<file path="src/rtl/mesh_mon_pkg.sv">
// Shared types and helpers for the mesh router handshake monitor.
// Paths are interleaved: channel i owns out path 2i and in path 2i+1.
package mesh_mon_pkg;

  typedef enum logic [1:0] {
    IDLE = 2'd0,
    WAIT = 2'd1,
    LATE = 2'd2
  } path_state_e;

  function automatic int out_path(input int ch);
    return 2 * ch;
  endfunction

  function automatic int in_path(input int ch);
    return 2 * ch + 1;
  endfunction

  // All-ones value of a w-bit latency counter (saturation point).
  function automatic int unsigned lat_sat(input int unsigned w);
    return (w >= 32) ? 32'hFFFF_FFFF : ((32'd1 << w) - 32'd1);
  endfunction

endpackage

</file>
<file path="src/rtl/mesh_hs_path_mon.sv">
// Single request/acknowledge path monitor: IDLE/WAIT/LATE tracker, latency
// counter, transfer counter, worst-case latency and sticky error flags.
module mesh_hs_path_mon
  import mesh_mon_pkg::*;
#(
  parameter int TIMEOUT = 50,
  parameter int LAT_W   = 8,
  parameter int CNT_W   = 16
) (
  input  logic             clk,
  input  logic             reset,
  input  logic             req,
  input  logic             ack,
  input  logic             clr_err,
  output logic [CNT_W-1:0] xfers,
  output logic [LAT_W-1:0] max_lat,
  output logic             err_timeout,
  output logic             err_spurious,
  output logic             set_evt
);

  localparam logic [LAT_W-1:0] LAT_SAT = LAT_W'(lat_sat(LAT_W));
  localparam logic [LAT_W-1:0] LAT_TO  = LAT_W'(TIMEOUT);
  localparam logic [LAT_W-1:0] LAT_ONE = LAT_W'(1);

  path_state_e      state_reg, state_next;
  logic [LAT_W-1:0] lat_reg, lat_next;
  logic [LAT_W-1:0] max_lat_reg, max_lat_next;
  logic [CNT_W-1:0] xfers_reg, xfers_next;
  logic             to_reg, to_next;
  logic             sp_reg, sp_next;
  logic             xfer, to_evt, sp_evt;
  logic [LAT_W-1:0] lat_inc, xfer_lat, max_base;

  always_comb begin
    state_next = state_reg;
    lat_next   = lat_reg;
    to_evt     = 1'b0;
    xfer       = req && ack;
    sp_evt     = ack && !req;
    lat_inc    = (lat_reg == LAT_SAT) ? LAT_SAT : lat_reg + LAT_ONE;
    xfer_lat   = (state_reg == IDLE) ? '0 : lat_reg;

    case (state_reg)
      IDLE: begin
        if (req && ack) begin
          // Request still high after a pop means the next packet is queued.
          state_next = WAIT;
          lat_next   = '0;
        end else if (req) begin
          lat_next = LAT_ONE;
          if (LAT_ONE == LAT_TO) begin
            to_evt     = 1'b1;
            state_next = LATE;
          end else begin
            state_next = WAIT;
          end
        end
      end
      WAIT: begin
        if (!req) begin
          state_next = IDLE;
          lat_next   = '0;
        end else if (ack) begin
          state_next = WAIT;
          lat_next   = '0;
        end else begin
          lat_next = lat_inc;
          if (lat_inc == LAT_TO) begin
            to_evt     = 1'b1;
            state_next = LATE;
          end
        end
      end
      LATE: begin
        if (!req) begin
          state_next = IDLE;
          lat_next   = '0;
        end else if (ack) begin
          state_next = WAIT;
          lat_next   = '0;
        end else begin
          lat_next = lat_inc;
        end
      end
      default: begin
        state_next = IDLE;
        lat_next   = '0;
      end
    endcase

    // A new event in the same cycle as clr_err wins over the clear.
    to_next  = to_evt || (to_reg && !clr_err);
    sp_next  = sp_evt || (sp_reg && !clr_err);
    set_evt  = (to_evt && (!to_reg || clr_err)) || (sp_evt && (!sp_reg || clr_err));

    max_base     = clr_err ? '0 : max_lat_reg;
    max_lat_next = (xfer && (xfer_lat > max_base)) ? xfer_lat : max_base;
    xfers_next   = xfers_reg + CNT_W'(xfer);
  end

  always_ff @(posedge clk or posedge reset) begin
    if (reset) begin
      state_reg   <= IDLE;
      lat_reg     <= '0;
      max_lat_reg <= '0;
      xfers_reg   <= '0;
      to_reg      <= 1'b0;
      sp_reg      <= 1'b0;
    end else begin
      state_reg   <= state_next;
      lat_reg     <= lat_next;
      max_lat_reg <= max_lat_next;
      xfers_reg   <= xfers_next;
      to_reg      <= to_next;
      sp_reg      <= sp_next;
    end
  end

  assign xfers        = xfers_reg;
  assign max_lat      = max_lat_reg;
  assign err_timeout  = to_reg;
  assign err_spurious = sp_reg;

endmodule

</file>
<file path="src/rtl/mesh_hs_monitor.sv">
// Passive handshake monitor for all mesh terminal paths: per-path trackers,
// registered statistics readout, error summary and interrupt pulse.
module mesh_hs_monitor
  import mesh_mon_pkg::*;
#(
  parameter int NUM_CH  = 16,
  parameter int TIMEOUT = 50,
  parameter int LAT_W   = 8,
  parameter int CNT_W   = 16
) (
  input  logic                          clk,
  input  logic                          reset,
  input  logic [NUM_CH-1:0]             pndng,
  input  logic [NUM_CH-1:0]             pop,
  input  logic [NUM_CH-1:0]             pndng_i_in,
  input  logic [NUM_CH-1:0]             popin,
  input  logic                          clr_err,
  input  logic [$clog2(2*NUM_CH)-1:0]   stat_sel,
  output logic [CNT_W-1:0]              stat_xfers,
  output logic [LAT_W-1:0]              stat_max_lat,
  output logic [2*NUM_CH-1:0]           err_timeout,
  output logic [2*NUM_CH-1:0]           err_spurious,
  output logic                          err_any,
  output logic                          irq
);

  localparam int NUM_PATH = 2 * NUM_CH;

  logic [CNT_W-1:0]    xfers_all   [NUM_PATH];
  logic [LAT_W-1:0]    max_lat_all [NUM_PATH];
  logic [NUM_PATH-1:0] set_evt;
  logic [CNT_W-1:0]    stat_xfers_reg;
  logic [LAT_W-1:0]    stat_max_lat_reg;
  logic                irq_reg;

  genvar gi;
  generate
    for (gi = 0; gi < NUM_CH; gi++) begin : g_ch
      mesh_hs_path_mon #(
        .TIMEOUT (TIMEOUT),
        .LAT_W   (LAT_W),
        .CNT_W   (CNT_W)
      ) u_out (
        .clk          (clk),
        .reset        (reset),
        .req          (pndng[gi]),
        .ack          (pop[gi]),
        .clr_err      (clr_err),
        .xfers        (xfers_all[out_path(gi)]),
        .max_lat      (max_lat_all[out_path(gi)]),
        .err_timeout  (err_timeout[out_path(gi)]),
        .err_spurious (err_spurious[out_path(gi)]),
        .set_evt      (set_evt[out_path(gi)])
      );

      mesh_hs_path_mon #(
        .TIMEOUT (TIMEOUT),
        .LAT_W   (LAT_W),
        .CNT_W   (CNT_W)
      ) u_in (
        .clk          (clk),
        .reset        (reset),
        .req          (pndng_i_in[gi]),
        .ack          (popin[gi]),
        .clr_err      (clr_err),
        .xfers        (xfers_all[in_path(gi)]),
        .max_lat      (max_lat_all[in_path(gi)]),
        .err_timeout  (err_timeout[in_path(gi)]),
        .err_spurious (err_spurious[in_path(gi)]),
        .set_evt      (set_evt[in_path(gi)])
      );
    end
  endgenerate

  // Selects beyond the last path (non power-of-two channel counts) read 0.
  always_ff @(posedge clk or posedge reset) begin
    if (reset) begin
      stat_xfers_reg   <= '0;
      stat_max_lat_reg <= '0;
      irq_reg          <= 1'b0;
    end else begin
      irq_reg <= |set_evt;
      if (int'(stat_sel) < NUM_PATH) begin
        stat_xfers_reg   <= xfers_all[stat_sel];
        stat_max_lat_reg <= max_lat_all[stat_sel];
      end else begin
        stat_xfers_reg   <= '0;
        stat_max_lat_reg <= '0;
      end
    end
  end

  assign stat_xfers   = stat_xfers_reg;
  assign stat_max_lat = stat_max_lat_reg;
  assign err_any      = |{err_timeout, err_spurious};
  assign irq          = irq_reg;

endmodule

</file>
<file path="config.mk">
export PLATFORM = sky130hd
export DESIGN_NAME = mesh_hs_monitor
export DESIGN_NICKNAME = d
export VERILOG_FILES = /design/src/rtl/mesh_mon_pkg.sv /design/src/rtl/mesh_hs_path_mon.sv /design/src/rtl/mesh_hs_monitor.sv
export SDC_FILE = /design/constraint.sdc
export NUM_CORES = 2
export LEC_CHECK = 0
export CORE_MARGIN = 4
export CORE_UTILIZATION = 50
export DETAILED_ROUTE_END_ITERATION = 7
export GPL_TIMING_DRIVEN = 0
export PLACE_DENSITY = 0.71
export SLEW_MARGIN = 15
export SYNTH_ARGS = -nofsm -noshare
export SYNTH_HDL_FRONTEND = slang
export SYNTH_SLANG_ARGS = --single-unit
</file>
<file path="constraint.sdc">
create_clock -name clk -period 48.6 [get_ports clk]
set_input_delay 9.72 -clock clk [delete_from_list [all_inputs] [get_ports clk]]
set_output_delay 9.72 -clock clk [all_outputs]
set_load 0.03 [all_outputs]
</file>
# == Word level (Yosys, flattened, before mapping) ==
# Index checks and enable logic that the tools add are counted.
# classes
addsub,64
order_cmp,33
n_eq_ne,224
muxes,678
bitwise_logic,1
n_reduce_logical,579
# ops
operator,n
$mux 8,258
$add 16x1->16,32
$pmux 8 s2,32
$mux 2,224
$add 8x1->8 const B,32
$eq 8x6->1 const B,32
$eq 8x8->1 const B,32
$gt 8x8->1,32
$logic_and 1x1->1,224
$pmux 2 s3,32
$logic_or 1x1->1,160
$mux 1,128
$ne 4x3->1 const B,32
$logic_not 1->1,97
$ne 3x2->1 const B,32
$ne 3x3->1 const B,32
$reduce_and 3->1,32
$bmux 16 s5,1
$eq 2x1->1 const B,32
$eq 2x2->1 const B,32
$logic_not 2->1,32
$reduce_or 2->1,32
$reduce_or 64->1,1
$bmux 8 s5,1
4 further kinds,5
# totals
ff_bits,1177
inputBits,72
output_inout_bits,90
elab_cells,1774

# == Depth between registers and ports, before layout ==
# depth
word_depth,10
mapped_depth,17
depth_no_buf,13

# == Modules after synthesis ==
# A second synthesis with hierarchy kept.
# hier_totals
cells_unflattened,8047
area_unflattened_um2,75778.9
# modules_own_cells
mod,instances,cells_each,area_each_um2,seq_area_each_um2
mesh_hs_path_mon at g_ch[0].u_in ...,23,223,2132.0,900.9
mesh_hs_path_mon at g_ch[13].u_out ...,4,223,2130.8,900.9
mesh_hs_monitor,1,931,7559.8,625.6
mesh_hs_path_mon at g_ch[8].u_out ...,2,219,2132.0,900.9
mesh_hs_path_mon at g_ch[9].u_out,1,222,2180.8,900.9
mesh_hs_path_mon at g_ch[8].u_in,1,219,2129.5,900.9
mesh_hs_path_mon at g_ch[7].u_out,1,216,2084.5,900.9

# == Least setup slack after synthesis ==
# OpenSTA, ideal clock, no wires.
# synth_timing
kind,input to register
from,in clr_err
to,reg g_ch[1].u_in.max_lat_reg[5]
setup_ns,0.118
arrival_time_ns,12.316
t_required_ns,48.482
slack_ns,36.166
cell_stages,16
n_path_buf,5
cell_sequence,clkbuf_1 -> clkbuf_1 -> inv_2 -> clkbuf_1 -> clkbuf_1 -> nand2_1 -> ha_1 -> nor2b_1 -> o21ai_0 -> nand2b_1 -> a21oi_1 -> o21ai_0 -> o211a_1 -> buf_1 -> nor2_1 -> a21o_1
# synth_via
elab_chain_cells,4
# synth_lines
element,line,rtl
start: declaration,mesh_hs_monitor.sv:17,"input logic clr_err,"
$mux 8 (*),mesh_hs_path_mon.sv:97,max_base = clr_err ? '0 : max_lat_reg;
$gt 8x8->1,mesh_hs_path_mon.sv:98,max_lat_next = (xfer && (xfer_lat > max_base)) ? xfer_lat : max_base;
$logic_and 1x1->1,mesh_hs_path_mon.sv:98,
$mux 8 (*),mesh_hs_path_mon.sv:98,
named net g_ch[1].u_in.max_lat_next[5],mesh_hs_path_mon.sv:28,"logic [LAT_W-1:0] max_lat_reg, max_lat_next;"
end signal: assignment,mesh_hs_path_mon.sv:113,max_lat_reg <= max_lat_next;
end: declaration,mesh_hs_path_mon.sv:28,
# Mark *: on every way through the listed nets, which the timed path passes. The rest lies on a longest branch.
# A chain may end at the register's enable or synchronous reset.

# == Final worst setup path ==
# layout_timing
from,in clr_err
to,reg g_ch[7].u_out.max_lat_reg[6]
# layout_via
elab_chain_cells,4
# layout_lines
element,line
$mux 8 (*),mesh_hs_path_mon.sv:97
$gt 8x8->1,mesh_hs_path_mon.sv:98
$logic_and 1x1->1,mesh_hs_path_mon.sv:98
$mux 8 (*),mesh_hs_path_mon.sv:98
named net g_ch[7].u_out.max_lat_next[6],mesh_hs_path_mon.sv:28
end signal: assignment,mesh_hs_path_mon.sv:113
end: declaration,mesh_hs_path_mon.sv:28
# Marked as above.

==> impl_results.md <==
* Number of violations of the max-capacitance limit at 0
* Sequential-to-total area share from yosys stat at 40.9%
* Tightest hold margin at 466 ps
* Number of global-route vias before repair at 55500
* Busiest grt layer: met2
* Required arrival time at the worst endpoint at 49270 ps
* Post-synth top area share at 40.9%
* Final Util at 56.9%
* Final worst path period share at 29.8%
* Leak Pwr at 39.1 nW
* Number of distinct library cells after synthesis at 89
* Crit path launch type: input pin
* Post-synthesis cell type with the largest combined area: sky130_fd_sc_hd__dfrtp_1
* Port Buf Inserts at 156
* Post-synthesis sequential element count at 1177
* Number of standard-cell rows in the floorplan at 138
* Final wirelength at 206 mm
* Maximum buffer depth of the clock tree at 3
* Area Overhead vs Synth at 12.5%
* Clock tree from TritonCTS: built
* Total global routing track utilization at 27.0%
* Critical path peak fanout at 10
* Worst Slack Setup Final at 34110 ps
* Iteration-0 DRC count of the detailed router at 5173
* Clock transition at the register clock pins on the worst setup and hold paths after CTS at 60 ps
* Root buf cell: sky130_fd_sc_hd__clkbuf_16
* Pwr Density at 34.9 nW/um2
* Post-route design area at 80900 um2
* Nets at 8214
* Postcts setup bufs at 0
* Hold-fix buffers, CTS at 0
* Arrival time of data at the critical path endpoint at 15160 ps
* Initial DRT Pass Iterations at 6
* Routed wirelength normalized by instance count at 21.4 um
* Net count after synthesis at 7907
* Type of the most critical hold path: flip-flop to flip-flop
* Insertion delay to the later sink of the worst-skew pair at 790 ps
* Vias per Instance at 5.96
* Full die area at 150000 um2
* Antenna-violating nets left at 0
* FMAX at 0.0690 GHz
* Hold violation total from the final report at 0
* Post-detailed-route DRC marker count at 0
* TritonCTS Buffers at 137
* Worst VDD drop at 29.1 uV
* Asr flop ratio synth at 100%
* Maximum number of pins on one net before global-route repair at 108
* Number of max-slew violations in the final report at 0
* Initial antenna violation count at 20
* Total overflow reported by the global router at 0
* Global Route met3 Usage at 6.22%
* Area after DPL at 76200 um2
* Setup repair after global routing missed its margin: no
* Post-cts resize count at 0
* Crit end category: flip-flop
* Post-Route Setup TNS at 0 ps
* Detailed Place HPWL at 158 mm
* Post-synth design cell area at 71900 um2
* Placer's final routability congestion estimate at 0.981
* Number of flops mapped to enable cells by yosys at 0
* Kind of critical path: input pin to flip-flop
* Clock Skews at 25.2 ps
* Overall die height at 387 um
* Routed vias at 57400
* Yosys warning total at 0
* Commonest cells post-synth: 1177 x sky130_fd_sc_hd__dfrtp_1, 853 x sky130_fd_sc_hd__nand2_1, 549 x sky130_fd_sc_hd__nor2_1, 512 x sky130_fd_sc_hd__ha_1, 457 x sky130_fd_sc_hd__o21ai_0
* Total number of H-tree levels at 4
* Number of top-level pins at 162
* Post-route minimum period at 14490 ps
* Number of instances in the synthesized netlist at 7323
* Wire length of the first global-routing pass at 319 mm
* Met2 layer usage reported by global route at 41.4%
* Count leader, synth: sky130_fd_sc_hd__dfrtp_1
* Area inside the core boundary at 142000 um2
* Mean instance size in the synthesized netlist at 9.82 um2
* Relative slew slack at 14.8%
* Number of failing setup endpoints in the final timing report at 0
* Number of clock sinks at 1177
* Initial standard-cell utilization of the core at 50.6%
* Overall die width at 387 um
* Result of the run: complete, no violations
* Leading post-synthesis cells by cell area: sky130_fd_sc_hd__dfrtp_1 41%, sky130_fd_sc_hd__ha_1 8.9%, sky130_fd_sc_hd__mux4_2 7.5%, sky130_fd_sc_hd__nand2_1 4.5%, sky130_fd_sc_hd__xnor2_1 4.2%
* Worst setup timing slack at the placement stage at 33470 ps
* Most instantiated flip-flop cell in the synthesis netlist: sky130_fd_sc_hd__dfrtp_1
* Global-route met1 utilization at 36.8%
* Tightest Pin Transition at 1280 ps
* Share of post-route cells with drive strength above 1 at 8.75%
where the power goes:
group | internal, mW | total [mW] | switching [mW]
clock network | 0.629 | 1.07 | 0.439
registers | 1.08 | 1.21 | 0.128
logic | 0.220 | 0.544 | 0.324
critical path: stages:
cell and delay (ps):
sky130_fd_sc_hd__clkdlybuf4s50_1 870, sky130_fd_sc_hd__clkbuf_1 540, sky130_fd_sc_hd__clkbuf_1 580, sky130_fd_sc_hd__inv_2 380
sky130_fd_sc_hd__clkbuf_1 570, sky130_fd_sc_hd__buf_1 540, sky130_fd_sc_hd__nand2_1 240, sky130_fd_sc_hd__inv_1 60
sky130_fd_sc_hd__ha_1 170, sky130_fd_sc_hd__nor2b_1 100, sky130_fd_sc_hd__o21ai_0 100, sky130_fd_sc_hd__nand2b_1 100
sky130_fd_sc_hd__a21oi_1 70, sky130_fd_sc_hd__o21ai_0 140, sky130_fd_sc_hd__o211a_1 290, sky130_fd_sc_hd__buf_1 420
sky130_fd_sc_hd__nor2_1 80, sky130_fd_sc_hd__a21o_1 170
cell type report:
type,instances,area [um2]
repair buffers,168,1890
clock buffers,197,3960
diodes,8,20.0
inverters,300,1130
flip-flops and latches,1177,29500
fillers,12200,61400
plain buffers,298,1440
clock inverters,53,693
multi-input cells,5548,40000
well taps,1890,2360
logic make-up (layout without fill, tap and decap cells):
logic type	after synthesis	in the layout	share of synthesized area [%]
and+or+nand+nor	2848	2848	19.7
AOI/OAI and AO/OA	1392	1392	12.5
DFF	1177	1177	40.9
buffers and inverters	598	1016	3.56
adders and majority gates	512	512	8.90
xor gates and xnor gates	489	489	5.96
muxes	307	307	8.49
other	0	8	0
metal layers:
layer | vias to the layer above | routed length, um | part of all wire, %
met1 | 28500 | 87800 | 43
li1 | 26600 | - | -
met3 | 436 | 16700 | 8.1
met2 | 1911 | 91800 | 45
met5 | - | 66 | 0.032
met4 | 10 | 9720 | 4.7
final timing paths:
| check | slack [ps] | to | from | depth (start not counted) |
|---|---|---|---|---|
| min in group asynchronous | 9400 | g_ch[10].u_out.xfers[9] | reset | 2 |
| max in group asynchronous | 36990 | g_ch[6].u_in.xfers[10] | reset | 6 |
| worst max register to register | 45350 | irq | g_ch[3].u_out.err_spurious | 8 |
| worst min register to register | 470 | g_ch[4].u_in.xfers[15] | g_ch[4].u_in.xfers[15] | 1 |
| worst max-delay path | 34110 | g_ch[7].u_out.max_lat[6] | clr_err | 18 |
| worst min-delay path | 470 | g_ch[4].u_in.xfers[15] | g_ch[4].u_in.xfers[15] | 1 |
through the flow:
step | power (mW) | instances
floorplan | 1.58 | 7323
detailed placement | 1.76 | 9381
CTS | 2.84 | 9631
global placement | 1.74 | 9369
global route | 2.96 | 9634
finish | 2.83 | 9639
cells in the final DEF (no fill, tap or decap), types with 154 or more instances in the layout:
cell	Yosys	routed
sky130_fd_sc_hd__dfrtp_1	1177	1177
sky130_fd_sc_hd__nand2_1	853	853
sky130_fd_sc_hd__nor2_1	549	549
sky130_fd_sc_hd__ha_1	512	512
sky130_fd_sc_hd__o21ai_0	457	457
sky130_fd_sc_hd__xnor2_1	344	344
sky130_fd_sc_hd__a21o_1	321	321
sky130_fd_sc_hd__nand3_1	314	314
sky130_fd_sc_hd__inv_1	299	298
sky130_fd_sc_hd__nor2b_1	287	287
sky130_fd_sc_hd__a21oi_1	247	247
sky130_fd_sc_hd__mux4_2	240	240
sky130_fd_sc_hd__nand4_1	185	185
sky130_fd_sc_hd__clkbuf_1	148	177
sky130_fd_sc_hd__nand2b_1	167	167
sky130_fd_sc_hd__clkdlybuf4s50_1	0	156
sky130_fd_sc_hd__and3_1	154	154
No activity file was read; power rests on OpenSTA's default activity.
